**src/rtl/leaf_bridge_pkg.sv**
```systemverilog
// Shared types for the leaf stream bridge.
// Run-control states and FIFO pointer sizing.
package leaf_bridge_pkg;

  typedef enum logic [1:0] {
    ST_IDLE,
    ST_RUN,
    ST_DRAIN,
    ST_FLUSH
  } state_e;

  function automatic int ptr_w(input int depth);
    return (depth > 1) ? $clog2(depth) : 1;
  endfunction

endpackage

```
**src/rtl/leaf_stream_fifo.sv**
```systemverilog
// Elastic single-clock FIFO, registered output, no fall-through.
// Flush zeroes pointers and occupancy in one cycle.
module leaf_stream_fifo
  import leaf_bridge_pkg::*;
#(
  parameter int unsigned PAYLOAD_BITS = 32,
  parameter int unsigned FIFO_DEPTH   = 16
) (
  input  logic                    clk,
  input  logic                    reset_n,
  input  logic                    flush,
  input  logic                    push,
  input  logic [PAYLOAD_BITS-1:0] din,
  output logic                    full,
  input  logic                    pop,
  output logic [PAYLOAD_BITS-1:0] dout,
  output logic                    empty
);

  localparam int PW = ptr_w(FIFO_DEPTH);

  logic [PAYLOAD_BITS-1:0] mem_q [FIFO_DEPTH];
  logic [PW-1:0]           wr_q;
  logic [PW-1:0]           rd_q;
  logic [PW:0]             cnt_q;
  logic                    push_ok;
  logic                    pop_ok;

  assign full    = (cnt_q == (PW+1)'(FIFO_DEPTH));
  assign empty   = (cnt_q == '0);
  assign push_ok = push && !full;
  assign pop_ok  = pop && !empty;
  assign dout    = mem_q[rd_q];

  always_ff @(posedge clk or negedge reset_n) begin
    if (!reset_n) begin
      wr_q  <= '0;
      rd_q  <= '0;
      cnt_q <= '0;
    end else if (flush) begin
      wr_q  <= '0;
      rd_q  <= '0;
      cnt_q <= '0;
    end else begin
      if (push_ok) wr_q <= wr_q + PW'(1);
      if (pop_ok)  rd_q <= rd_q + PW'(1);
      cnt_q <= cnt_q + (PW+1)'(push_ok)
                     - (PW+1)'(pop_ok);
    end
  end

  // Storage needs no reset: occupancy alone decides validity.
  always_ff @(posedge clk) begin
    if (push_ok && !flush) mem_q[wr_q] <= din;
  end

endmodule

```
**src/rtl/leaf_stream_bridge.sv**
```systemverilog
// Bridges leaf_interface user ports to HLS kernel AXI streams
// with per-channel FIFOs, run control and per-run word counters.
module leaf_stream_bridge
  import leaf_bridge_pkg::*;
#(
  parameter int unsigned PAYLOAD_BITS = 32,
  parameter int unsigned N_IN         = 1,
  parameter int unsigned N_OUT        = 1,
  parameter int unsigned FIFO_DEPTH   = 16,
  parameter int unsigned AUTO_START   = 1,
  parameter int unsigned CNT_BITS     = 32
) (
  input  logic                          clk,
  input  logic                          reset_n,
  input  logic                          ap_start,
  input  logic                          resend,
  output logic                          ap_done,
  input  logic [N_IN*PAYLOAD_BITS-1:0]  dout_leaf_interface2user,
  input  logic [N_IN-1:0]               vld_interface2user,
  output logic [N_IN-1:0]               ack_user2interface,
  output logic [N_OUT*PAYLOAD_BITS-1:0] din_leaf_user2interface,
  output logic [N_OUT-1:0]              vld_user2interface,
  input  logic [N_OUT-1:0]              ack_interface2user,
  output logic [N_IN*PAYLOAD_BITS-1:0]  k_in_tdata,
  output logic [N_IN-1:0]               k_in_tvalid,
  input  logic [N_IN-1:0]               k_in_tready,
  input  logic [N_OUT*PAYLOAD_BITS-1:0] k_out_tdata,
  input  logic [N_OUT-1:0]              k_out_tvalid,
  output logic [N_OUT-1:0]              k_out_tready,
  output logic                          k_ap_start,
  input  logic                          k_ap_done,
  output logic                          k_ap_rst_n,
  output logic [CNT_BITS-1:0]           in_count,
  output logic [CNT_BITS-1:0]           out_count
);

  state_e state_q, state_d;
  logic   run;
  logic   flushing;

  logic [N_IN-1:0]  ig_full, ig_empty;
  logic [N_OUT-1:0] eg_full, eg_empty;

  logic [CNT_BITS-1:0] in_q, in_d;
  logic [CNT_BITS-1:0] out_q, out_d;
  logic [CNT_BITS:0]   in_sum, out_sum;
  logic [3:0]          n_in, n_out;

  assign run        = (state_q == ST_RUN);
  assign flushing   = (state_q == ST_FLUSH);
  assign k_ap_start = run;
  assign k_ap_rst_n = reset_n && !flushing;
  assign in_count   = in_q;
  assign out_count  = out_q;

  for (genvar i = 0; i < N_IN; i++) begin : g_in
    logic [PAYLOAD_BITS-1:0] q;
    assign ack_user2interface[i] = !ig_full[i] && !flushing;
    assign k_in_tvalid[i]        = !ig_empty[i] && run;
    assign k_in_tdata[i*PAYLOAD_BITS +: PAYLOAD_BITS] =
      k_in_tvalid[i] ? q : '0;

    leaf_stream_fifo #(
      .PAYLOAD_BITS (PAYLOAD_BITS),
      .FIFO_DEPTH   (FIFO_DEPTH)
    ) u_fifo (
      .clk     (clk),
      .reset_n (reset_n),
      .flush   (flushing),
      .push    (vld_interface2user[i] && ack_user2interface[i]),
      .din     (dout_leaf_interface2user[i*PAYLOAD_BITS +: PAYLOAD_BITS]),
      .full    (ig_full[i]),
      .pop     (k_in_tvalid[i] && k_in_tready[i]),
      .dout    (q),
      .empty   (ig_empty[i])
    );
  end

  for (genvar j = 0; j < N_OUT; j++) begin : g_out
    logic [PAYLOAD_BITS-1:0] q;
    assign k_out_tready[j]       = !eg_full[j] && !flushing;
    assign vld_user2interface[j] = !eg_empty[j] && !flushing;
    assign din_leaf_user2interface[j*PAYLOAD_BITS +: PAYLOAD_BITS] =
      vld_user2interface[j] ? q : '0;

    leaf_stream_fifo #(
      .PAYLOAD_BITS (PAYLOAD_BITS),
      .FIFO_DEPTH   (FIFO_DEPTH)
    ) u_fifo (
      .clk     (clk),
      .reset_n (reset_n),
      .flush   (flushing),
      .push    (k_out_tvalid[j] && k_out_tready[j]),
      .din     (k_out_tdata[j*PAYLOAD_BITS +: PAYLOAD_BITS]),
      .full    (eg_full[j]),
      .pop     (vld_user2interface[j] && ack_interface2user[j]),
      .dout    (q),
      .empty   (eg_empty[j])
    );
  end

  // resend outranks every other transition and suppresses ap_done
  always_comb begin
    state_d = state_q;
    ap_done = 1'b0;
    unique case (state_q)
      ST_IDLE:  if (ap_start || (AUTO_START != 0)) state_d = ST_RUN;
      ST_RUN:   if (k_ap_done) state_d = ST_DRAIN;
      ST_DRAIN: if (&eg_empty) begin
        state_d = ST_IDLE;
        ap_done = 1'b1;
      end
      ST_FLUSH: state_d = ST_IDLE;
      default:  state_d = ST_IDLE;
    endcase
    if (resend) begin
      state_d = ST_FLUSH;
      ap_done = 1'b0;
    end
  end

  always_comb begin
    n_in  = '0;
    n_out = '0;
    for (int i = 0; i < N_IN; i++)
      n_in = n_in + 4'(k_in_tvalid[i] & k_in_tready[i]);
    for (int j = 0; j < N_OUT; j++)
      n_out = n_out + 4'(vld_user2interface[j] & ack_interface2user[j]);
    in_sum  = {1'b0, in_q} + (CNT_BITS+1)'(n_in);
    out_sum = {1'b0, out_q} + (CNT_BITS+1)'(n_out);
    in_d  = in_sum[CNT_BITS]  ? '1 : in_sum[CNT_BITS-1:0];
    out_d = out_sum[CNT_BITS] ? '1 : out_sum[CNT_BITS-1:0];
    if (state_q == ST_IDLE && state_d == ST_RUN) begin
      in_d  = '0;
      out_d = '0;
    end
  end

  always_ff @(posedge clk or negedge reset_n) begin
    if (!reset_n) begin
      state_q <= ST_IDLE;
      in_q    <= '0;
      out_q   <= '0;
    end else begin
      state_q <= state_d;
      in_q    <= in_d;
      out_q   <= out_d;
    end
  end

endmodule

```
**config.mk**
```make
export PLATFORM = sky130hd
export DESIGN_NAME = leaf_stream_bridge
export DESIGN_NICKNAME = d
export VERILOG_FILES = /design/src/rtl/leaf_bridge_pkg.sv /design/src/rtl/leaf_stream_fifo.sv /design/src/rtl/leaf_stream_bridge.sv
export SDC_FILE = /design/constraint.sdc
export NUM_CORES = 1
export LEC_CHECK = 0
export BUFFER_PORTS_ARGS = -buffer_cell sky130_fd_sc_hd__buf_2
export CAP_MARGIN = 20
export CELL_PAD_IN_SITES_DETAIL_PLACEMENT = 1
export CELL_PAD_IN_SITES_GLOBAL_PLACEMENT = 2
export CORE_MARGIN = 10
export CORE_UTILIZATION = 52
export DETAILED_ROUTE_END_ITERATION = 16
export PLACE_DENSITY_LB_ADDON = 0.25
export REMOVE_ABC_BUFFERS = 1
export SYNTH_ARGS = -nofsm -noshare
export SYNTH_HDL_FRONTEND = slang
export SYNTH_SLANG_ARGS = --single-unit
export TNS_END_PERCENT = 20
```
**constraint.sdc**
```tcl
create_clock -name clk -period 5.5 [get_ports clk]
set_input_delay 0.275 -clock clk [delete_from_list [all_inputs] [get_ports clk]]
set_output_delay 0.275 -clock clk [all_outputs]
set_load 0.05 [all_outputs]
```
Word level (Yosys, flattened, before mapping)
Memories as Yosys holds them, arrays and structs flattened.
Index checks and enable logic that the tools add are counted.
{"block": "word_totals", "out_inout_bits": 135, "elab_cells": 84, "input_bits": 73, "mem_bits_rw": 1024, "memories": 2, "register_bits": 92}
{"memory": "g_in[0].u_fifo.mem_q", "words": 16, "word_bits": 32, "rd": 1, "rd_ports_with_merged_regs": 0, "wr": 1, "line_no": "leaf_stream_fifo.sv:22", "text": "logic [PAYLOAD_BITS-1:0] mem_q [FIFO_DEPTH];"}
{"memory": "g_out[0].u_fifo.mem_q", "words": 16, "word_bits": 32, "rd": 1, "rd_ports_with_merged_regs": 0, "wr": 1, "line_no": "leaf_stream_fifo.sv:22"}
{"block": "classes", "addsub": 10, "reduce_logical": 28, "eq_ne": 6, "bitwise_logic": 2, "mux": 27}
{"cell": "32-bit 2-to-1 mux", "n": 6}
{"cell": "32-bit by 1-bit adder with 33-bit output", "n": 2}
{"cell": "4-bit 2-to-1 mux", "n": 8}
{"cell": "4-bit by 1-bit adder with 4-bit output, second input constant", "n": 4}
{"cell": "1-bit logical AND", "n": 16}
{"cell": "5-bit by 1-bit adder with 5-bit output", "n": 2}
{"cell": "5-bit == test, second input constant", "n": 2}
{"cell": "5-bit zero test", "n": 2}
{"cell": "5-bit 2-to-1 mux", "n": 2}
{"cell": "5-bit by 1-bit subtractor with 5-bit output", "n": 2}
{"cell": "2-bit case mux with 4 select lines", "n": 1}
{"cell": "2-bit nonzero test", "n": 4}
{"cell": "1-bit 2-to-1 mux", "n": 7}
{"cell": "2-bit 2-to-1 mux", "n": 3}
{"cell": "1-bit zero test", "n": 5}
{"cell": "2-bit by 1-bit == test with 1-bit output, second input constant", "n": 2}
{"cell": "2-bit == test, second input constant", "n": 2}
{"cell": "1-bit bitwise AND", "n": 2}
{"cell": "2-bit zero test", "n": 1}

Longest topological paths before layout
Gate-level depths: netlist (run 1).
{"block": "logic_depth", "ltp_word": 8, "mapped_depth": 15, "ltp_nobuf": 15}

Hierarchy
A second synthesis (run 1) with hierarchy kept.
{"block": "unflattened", "cells_unflattened": 2344, "area_unflattened_um2": 44526.5}
{"module": "leaf_stream_fifo (g_in[0].u_fifo)", "seq_area_each_um2": 15700.1, "area_per_inst_um2": 20479.6, "instances": 1, "cells_each": 1026}
{"module": "leaf_stream_fifo (g_out[0].u_fifo)", "seq_area_each_um2": 15700.1, "area_per_inst_um2": 20040.5, "instances": 1, "cells_each": 892}
{"module": "leaf_stream_bridge", "seq_area_each_um2": 1651.6, "area_per_inst_um2": 4006.3, "instances": 1, "cells_each": 426}

Least setup slack after synthesis (run 1)
Ideal clock, no wire load.
{"block": "synth_path", "path_kind": "flip-flop to output port", "from": "register state_q[0]", "to": "output k_in_tdata[21]", "slack_ns": 1.748, "stages_incl_launch_ff": 7, "t_required_ns": 5.225, "arrival_time_ns": 3.477, "path_buffers": 2, "path_cell_list": "dfrtp_1 clkbuf_1 nor2b_1 nor2b_1 nand2_1 clkbuf_1 o22ai_1"}
{"block": "synth_between", "elab_chain_len": 3}
{"item": "from (decl)", "line_no": "leaf_stream_bridge.sv:37", "text": "state_e state_q, state_d;"}
{"item": "from (signal assigned)", "line_no": "leaf_stream_bridge.sv:145", "text": "state_q <= state_d;"}
{"item": "2-bit by 1-bit == test with 1-bit output", "line_no": "leaf_stream_bridge.sv:49", "text": "assign run = (state_q == ST_RUN);"}
{"item": "named net k_ap_start", "line_no": "leaf_stream_bridge.sv:30", "text": "output logic k_ap_start,"}
{"item": "1-bit logical AND", "line_no": "leaf_stream_bridge.sv:59", "text": "assign k_in_tvalid[i] = !ig_empty[i] && run;"}
{"item": "named net k_in_tvalid", "line_no": "leaf_stream_bridge.sv:25", "text": "output logic [N_IN-1:0] k_in_tvalid,"}
{"item": "32-bit 2-to-1 mux", "line_no": "leaf_stream_bridge.sv:61", "text": "k_in_tvalid[i] ? q : '0;"}
{"item": "to (decl)", "line_no": "leaf_stream_bridge.sv:24", "text": "output logic [N_IN*PAYLOAD_BITS-1:0] k_in_tdata,"}
The timed path passes the listed nets, and every way through them passes these cells.

Worst setup path in the final report (run 1)
{"block": "layout_path", "from": "register g_out[0].u_fifo.cnt_q[3]", "to": "output din_leaf_user2interface[6]"}
{"block": "layout_between", "elab_chain_len": 4}
{"item": "from (decl)", "line_no": "leaf_stream_fifo.sv:25", "text": "logic [PW:0] cnt_q;"}
{"item": "from (signal assigned)", "line_no": "leaf_stream_fifo.sv:47", "text": "cnt_q <= cnt_q + (PW+1)'(push_ok)"}
{"item": "5-bit zero test", "line_no": "leaf_stream_fifo.sv:30", "text": "assign empty = (cnt_q == '0);"}
{"item": "1-bit zero test", "line_no": "leaf_stream_bridge.sv:82", "text": "assign vld_user2interface[j] = !eg_empty[j] && !flushing;"}
{"item": "1-bit logical AND", "line_no": "leaf_stream_bridge.sv:82"}
{"item": "32-bit 2-to-1 mux", "line_no": "leaf_stream_bridge.sv:84", "text": "vld_user2interface[j] ? q : '0;"}
{"item": "to (decl)", "line_no": "leaf_stream_bridge.sv:21", "text": "output logic [N_OUT*PAYLOAD_BITS-1:0] din_leaf_user2interface,"}
Every way passes these cells.

==> metrics.md, run 1 <==
| Metric | Value |
|---|---|
| Vias in the first global route | 24400 |
| Fin Clk Skew | 18.9 ps |
| Drt wl/cell | 28.9 um |
| Final WS setup | 1480 ps |
| Post-synth top flop | edfxtp_1 |
| Pins Over Slew Limit | 0 |
| Core box area | 83700 um^2 |
| Max Freq | 249 MHz |
| Final critical path time including I/O delays and setup | 4020 ps |
| Area growth, synth to finish | 15.3% |
| FF-to-FF Start | g_out[0].u_fifo.cnt_q[3]$_DFF_PN0_ |
| HP Class | input pin to asynchronous set/reset pin |
| Root Buffer | clkbuf_16 |
| CTS clk-pin slew, worst paths | 60 ps |
| Pin count of the biggest net entering global routing | 77 |
| CP max FO | 10 |
| Max VDD drop | 0.282 mV |
| TNS Setup | 0 ps |
| Max-cap violations | 0 |
| Detail Route Antenna Nets | 0 |
| EDFF count, synth | 1024 |
| Starting Density | 52.4% |
| DP Cell Count | 3400 |
| Hold_buf cts | 70 |
| Top cells by area, synth | edfxtp_1 (70%), mux4_2 (13%), dfrtp_1 (5.2%) |
| Pwr per Cell Area | 426 nW/um^2 |
| Die width | 311 um |
| DR DRC count | 0 |
| R2R Setup Slk | 1500 ps |
| Cell Rows | 106 |
| CTS Buf Count | 112 |
| Post-place instance area | 46400 um^2 |
| Final net count | 2552 |
| Setup Fix Bufs, Post-CTS | 0 |
| Unrepaired setup endpoints after global routing | false |
| Hold Fails Final Rpt | 0 |
| Grt total ovfl | 0 |
| Async set-reset flop share out of synthesis | 8.24% |
| Placer congestion estimate | 0.785 |
| Synth Cell Area | 43900 um^2 |
| Die area | 96400 um^2 |
| Critical Path End Type | primary output |
| Post-Syn Instances | 2113 |
| Chip Height | 311 um |
| Worst-skew pair later-pin latency | 690 ps |
| Final Cycle Share | 73.0% |
| Layout cells sized above 1 | 29.4% |
| Synthesized area per cell | 20.8 um^2 |
| WP data arrival | 3740 ps |
| H-tree depth | 3 |
| Worst Path Required | 5220 ps |
| Pleak | 16.6 nW |
| CTS tree | yes |
| Multi-input gate area | 10300 um^2 |
| Yosys warning total | 0 |
| Register area | 33100 um^2 |
| WL final | 106 mm |
| DR vias | 22100 |
| Synth area leader | edfxtp_1 |
| IO Port Bufs | 206 |
| Max Buffers Root-to-Sink | 3 |
| Worst R2R End | out_count[6]$_DFF_PN0_ |
| FF-to-FF path depth | 11 |
| Synthesis-stage register bit count | 1116 |
| Setup Slack @ Placement | 1520 ps |
| Synth cell types | 50 |
| Actual slew at the worst max-slew pin | 1170 ps |
| Initial antenna violation count | 7 |
| Clock sink count | 1116 |
| Worst relative slew slack | 22.3% |
| Post-route cell area | 50600 um^2 |
| Crit start category | flop |
| Drt first pass iters | 6 |
| Total GRT Usage | 21.9% |
| Post-synth top area share | 70.1% |
| Post-synthesis sequential area ratio | 75.3% |
| Worst Path Class, Setup | flop to primary output |
| Fillers | 7049 |
| Final cell count without fillers | 3682 |
| Vias/cell | 6.01 |
| Final setup fails | 0 |
| Resize count post-CTS | 0 |
| Iter 0 DRT Violations | 1847 |
| First-pass GRT wire length | 160 mm |
| I/O pin total | 208 |
| HPWL after DPL | 59.4 mm |
| Outcome | completed |
## through the flow
step                util, %  hold slack [ps]  total power, W
detailed placement     55.4              253          0.0145
global placement       55.4              249          0.0144
floorplan                 -            -20.6          0.0135
finish                 60.5             80.8          0.0215
global route           60.5              103          0.0224
CTS                    60.4             66.2          0.0218
## state kept, by name, summed over array words and instances (netlist names)
signal / flops
in_count: 32
g_in.u_fifo.wr_q: 4
g_out.u_fifo.cnt_q: 5
g_in.u_fifo.rd_q: 4
g_out.u_fifo.mem_q: 512
g_in.u_fifo.mem_q: 512
out_count: 32
g_out.u_fifo.rd_q: 4
g_out.u_fifo.wr_q: 4
g_in.u_fifo.cnt_q: 5
state_q: 2
## per-layer routing
layer  track usage, %  routed length (um)
met3             4.28                7020
met5                0                  60
met4             5.57                2000
met1             30.2               44600
met2             35.6               52600
## area by class of cell
type | instances | share of cell area, %
antenna | 1 | 0.00495
clock buffer | 137 | 5.87
clock inverter | 73 | 0.987
inverter | 27 | 0.200
multi-input combinational | 863 | 20.4
sequential | 1116 | 65.4
tap | 1134 | 2.80
timing repair buffer | 331 | 4.37
## cell usage after synthesis, types with 12 or more instances
library cell and n:
nand3_1 27, edfxtp_1 1024, clkbuf_1 62, o21ai_0 12, xnor2_1 25, a21oi_1 43
and2_1 43, buf_1 23, xor2_1 31, o22ai_1 64, nor3_1 19, a21oi_2 18
and3_1 15, inv_1 27, nand2_1 32, nor2_1 28, mux4_2 256, mux2i_1 130
ha_1 26, buf_2 16, dfrtp_1 92, nand4_1 19
## logic make-up after synthesis
family / synth area share (%)
flip-flops: 75.3
buffers and inverters: 1.28
multiplexers: 16.1
adder cells (fa/ha/maj): 0.833
AO/OA/AOI/OAI: 2.40
XOR/XNOR: 1.12
AND/OR/NAND/NOR: 2.95
## power breakdown
group | switching [W] | internal (W) | total [W]
registers | 0.000412 | 0.00964 | 0.0100
clock network | 0.00320 | 0.00402 | 0.00722
logic | 0.00251 | 0.00176 | 0.00427
## critical path, cell delays in order (launching register included)
cell and delay (ps):
dfrtp_1 400, inv_1 100, ha_1 170, nor4b_1 700, nor2_1 200, nand2_1 600, buf_4 360, o22ai_1 220
buf_2 280
## how the worst max path moves through the flow
stage                                  endpoint  slack, ps  cells after the start                                start
finish               din_leaf_user2interface[6]       1480                      8   g_out[0].u_fifo.cnt_q[3]$_DFF_PN0_
global route         din_leaf_user2interface[6]       1220                      8   g_out[0].u_fifo.cnt_q[3]$_DFF_PN0_
CTS                  din_leaf_user2interface[5]       1340                      8   g_out[0].u_fifo.cnt_q[3]$_DFF_PN0_
detailed placement       out_count[6]$_DFF_PN0_       1520                     11   g_out[0].u_fifo.cnt_q[3]$_DFF_PN0_
floorplan           din_leaf_user2interface[30]      -1320                      3  g_out[0].u_fifo.rd_q[0]$_DFFE_PN0P_
global placement        out_count[26]$_DFF_PN0_       1710                     10                 state_q[0]$_DFF_PN0_
## cells in the final DEF (no fill, tap or decap), types with 28 or more instances in the layout
cell	n
edfxtp_1	1024
mux4_2	256
buf_2	205
mux2i_1	130
clkbuf_16	114
dfrtp_1	86
dlygate4sd3_1	70
o22ai_1	64
buf_4	51
a21oi_1	43
and2_2	32
xor2_1	31
nand2_1	31
clkinv_2	31
nor2_1	28
(Power assumes the default switching activity.)
==> inputs of run 2 (changes only) <==
CORE_UTILIZATION = 43   (was 52)
clock period = 3.4 ns   (was 5.5 ns; I/O delays follow)
==> metrics.md, run 2 (synthesis results as in run 1) <==
| Metric | Value |
|---|---|
| H-tree depth | 3 (unchanged) |
| Cell internal pwr | 0.0253 W (+64%) |
| Pleak | 16.9 nW (+1.8%) |
| HPWL after DPL | 59.5 mm (+0.22%) |
| R2R Setup Slk | 220 ps (-1280 ps) |
| Area growth, synth to finish | 17.9% |
| Core box area | 102000 um^2 (+21%) |
| DR DRC count | 0 (unchanged) |
| Buffers and inverters on the worst path | 2 (-1) |
| Max Buffers Root-to-Sink | 3 (unchanged) |
| First-pass GRT wire length | 160 mm (+0.44%) |
| Critical Path End Type | primary output |
| Layout cells sized above 1 | 30.1% (+0.76 points) |
| CTS Buf Count | 115 (+2.7%) |
| Worst-skew pair later-pin latency | 700 ps (about the same) |
| Drt first pass iters | 7 (+1) |
| Final setup fails | 0 (unchanged) |
| Outcome | completed |
| Pwr per Cell Area | 682 nW/um^2 (+60%) |
| Total GRT Usage | 18.4% (-3.5 points) |
| Combinational fraction of design power | 20.7% (+0.9 points) |
| Largest regs | g_in.u_fifo.mem_q x512, g_out.u_fifo.mem_q x512 |
| Max-cap violations | 0 (unchanged) |
| CP max FO | 38 (+28) |
| Worst Path Required | 3230 ps (-1990 ps) |
| I/O pin total | 208 (unchanged) |
| Fin Clk Skew | 33.7 ps (+14.8 ps) |
| Pins Over Slew Limit | 0 (unchanged) |
| WP data arrival | 3050 ps (-690 ps) |
| Net Sw Frac | 28.2% (-0.21 points) |
| Grt total ovfl | 0 (unchanged) |
| Max Freq | 310 MHz |
| Cell Rows | 117 (+10%) |
| Max VDD drop | 0.393 mV (+39%) |
| Drt wl/cell | 27.2 um (-5.6%) |
| Worst relative slew slack | 43.1% (+21 points) |
| Setup Fix Bufs, Post-CTS | 0 (unchanged) |
| Crit-path cells | buf_16 > mux4_2 > mux2i_1 > o22ai_1 > buf_2 |
| Final WS setup | 176 ps (-1310 ps) |
| Chip Height | 339 um (+9.3%) |
| Clock power share | 33.8% (+0.3 points) |
| Crit start category | flop |
| Fillers | 9152 (+30%) |
| Final critical path time including I/O delays and setup | 3220 ps |
| Commonest non-fill, non-tap cell in the layout | edfxtp_1 |
| Die width | 339 um (+9.3%) |
| Pin count of the biggest net entering global routing | 62 (-19%) |
| Die area | 115000 um^2 (+20%) |
| Worst R2R End | out_count[2]$_DFF_PN0_ |
| Sequential fraction of design power | 45.5% (-1.1 points) |
| FF-to-FF Start | g_out[0].u_fifo.cnt_q[3]$_DFF_PN0_ |
| Clock sink count | 1116 (unchanged) |
| Commonest non-fill, non-tap cells in the layout | edfxtp_1 (1024), mux4_2 (256), buf_2 (205) |
| P_sw | 0.00995 W (+63%) |
| CP top delay family | multiplexers |
| Placer congestion estimate | 0.763 (-2.8%) |
| HP Class | input pin to asynchronous set/reset pin |
| Hold Fails Final Rpt | 0 (unchanged) |
| Starting Density | 43.2% (-9.2 points) |
| DR vias | 22200 (+0.35%) |
| IO Port Bufs | 206 (unchanged) |
| Vias in the first global route | 24200 (-0.62%) |
| Iter 0 DRT Violations | 1575 (-15%) |
| CTS clk-pin slew, worst paths | 60 ps (about the same) |
| Setup Slack @ Placement | 88.3 ps (-1430 ps) |
| Unrepaired setup endpoints after global routing | true |
| WL final | 107 mm (+1.1%) |
| CP max-delay cell | dfrtp_4 |
| Detail Route Antenna Nets | 0 (unchanged) |
| CTS tree | yes |
| Worst Path Class, Setup | flop to primary output |
| Crit path launch | g_out[0].u_fifo.rd_q[0]$_DFFE_PN0P_ |
| Vias/cell | 5.63 (-6.4%) |
| Final net count | 2582 (+1.2%) |
| Actual slew at the worst max-slew pin | 853 ps (-312 ps) |
| Final Cycle Share | 94.8% |
| TNS Setup | 0 ps (unchanged) |
| Crit-path max cell delay | 750 ps (+50 ps) |
| Root Buffer | clkbuf_16 |
| Initial antenna violation count | 7 (unchanged) |
| FF-to-FF path depth | 12 (+1) |
## run 2: changes by cell type in the layout (fill, tap and decap cells not counted), sizes merged
cell / change
clkinvlp: -1
diode: +1
clkbuf: +3
dlygate4sd3: +1
bufinv: +3
clkinv: -1
inv: -1
buf: +25
## run 2: area by class of cell
cell class	instances	area [um^2]	area share (%)
clock inverter	73	574	1.11
timing repair buffer	358	2940	5.67
antenna	2	5.00	0.00968
tap	1368	1710	3.31
sequential	1116	33100	63.9
multi-input combinational	863	10400	20.0
clock buffer	139	2970	5.74
inverter	27	101	0.196
## run 2: what timing repair did
action | 4_1_cts | 5_1_grt
hold endpoints to repair | 1079 | 0
hold buffers | 71 | 0
resized for setup | 5 | 3
setup endpoints to repair | 38 | 25
## run 2: worst register-to-register path, stage by stage (launching register included)
cell,delay (ps)
dfrtp_1,360
inv_1,80
ha_1,190
nor4b_1,160
nor2_1,180
and2_1,240
ha_1,190
and4_1,250
nand3_1,170
or3_1,360
or4_4,550
buf_4,210
a21oi_1,180
## run 2: power by group through the flow
stage | Clock [W] | Sequential, W | Combinational, W
finish | 0.0119 | 0.0160 | 0.00732
global route | 0.0128 | 0.0161 | 0.00785
CTS | 0.0122 | 0.0161 | 0.00747
detailed placement | 0 | 0.0163 | 0.00735
global placement | 0 | 0.0163 | 0.00723
floorplan | 0 | 0.0168 | 0.00486
## run 2: metal layers
metal | up-vias | GRT usage, % | routed length [um]
met1 | 12000 | 25.4 | 47000
met3 | 154 | 3.67 | 5790
met5 | - | 0 | 46
li1 | 9481 | - | -
met2 | 575 | 30.0 | 52600
met4 | 8 | 4.57 | 2030
## run 2: worst max path at each step
| stage | endpoint | slack (ps) | depth (start not counted) |
|---|---|---|---|
| finish | din_leaf_user2interface[9] | 180 | 5 |
| global route | k_in_tdata[6] | -0.9 | 8 |
| CTS | out_count[6]$_DFF_PN0_ | 70 | 12 |
| detailed placement | out_count[6]$_DFF_PN0_ | 90 | 12 |
| global placement | out_count[26]$_DFF_PN0_ | 150 | 12 |
| floorplan | din_leaf_user2interface[30] | -3320 | 3 |
## run 2: metrics by stage
step	cells	power, W	util [%]	instance area, um^2	hold WS, ps
2_1_floorplan	2006	0.0217	-	43400	-126
3_3_place_gp	3660	0.0235	46.7	47400	259
3_5_place_dp	3660	0.0237	46.7	47400	268
4_1_cts	3943	0.0358	50.9	51700	6.25
5_1_grt	3945	0.0368	50.9	51700	78.8
6_report	3946	0.0353	50.9	51700	56.8
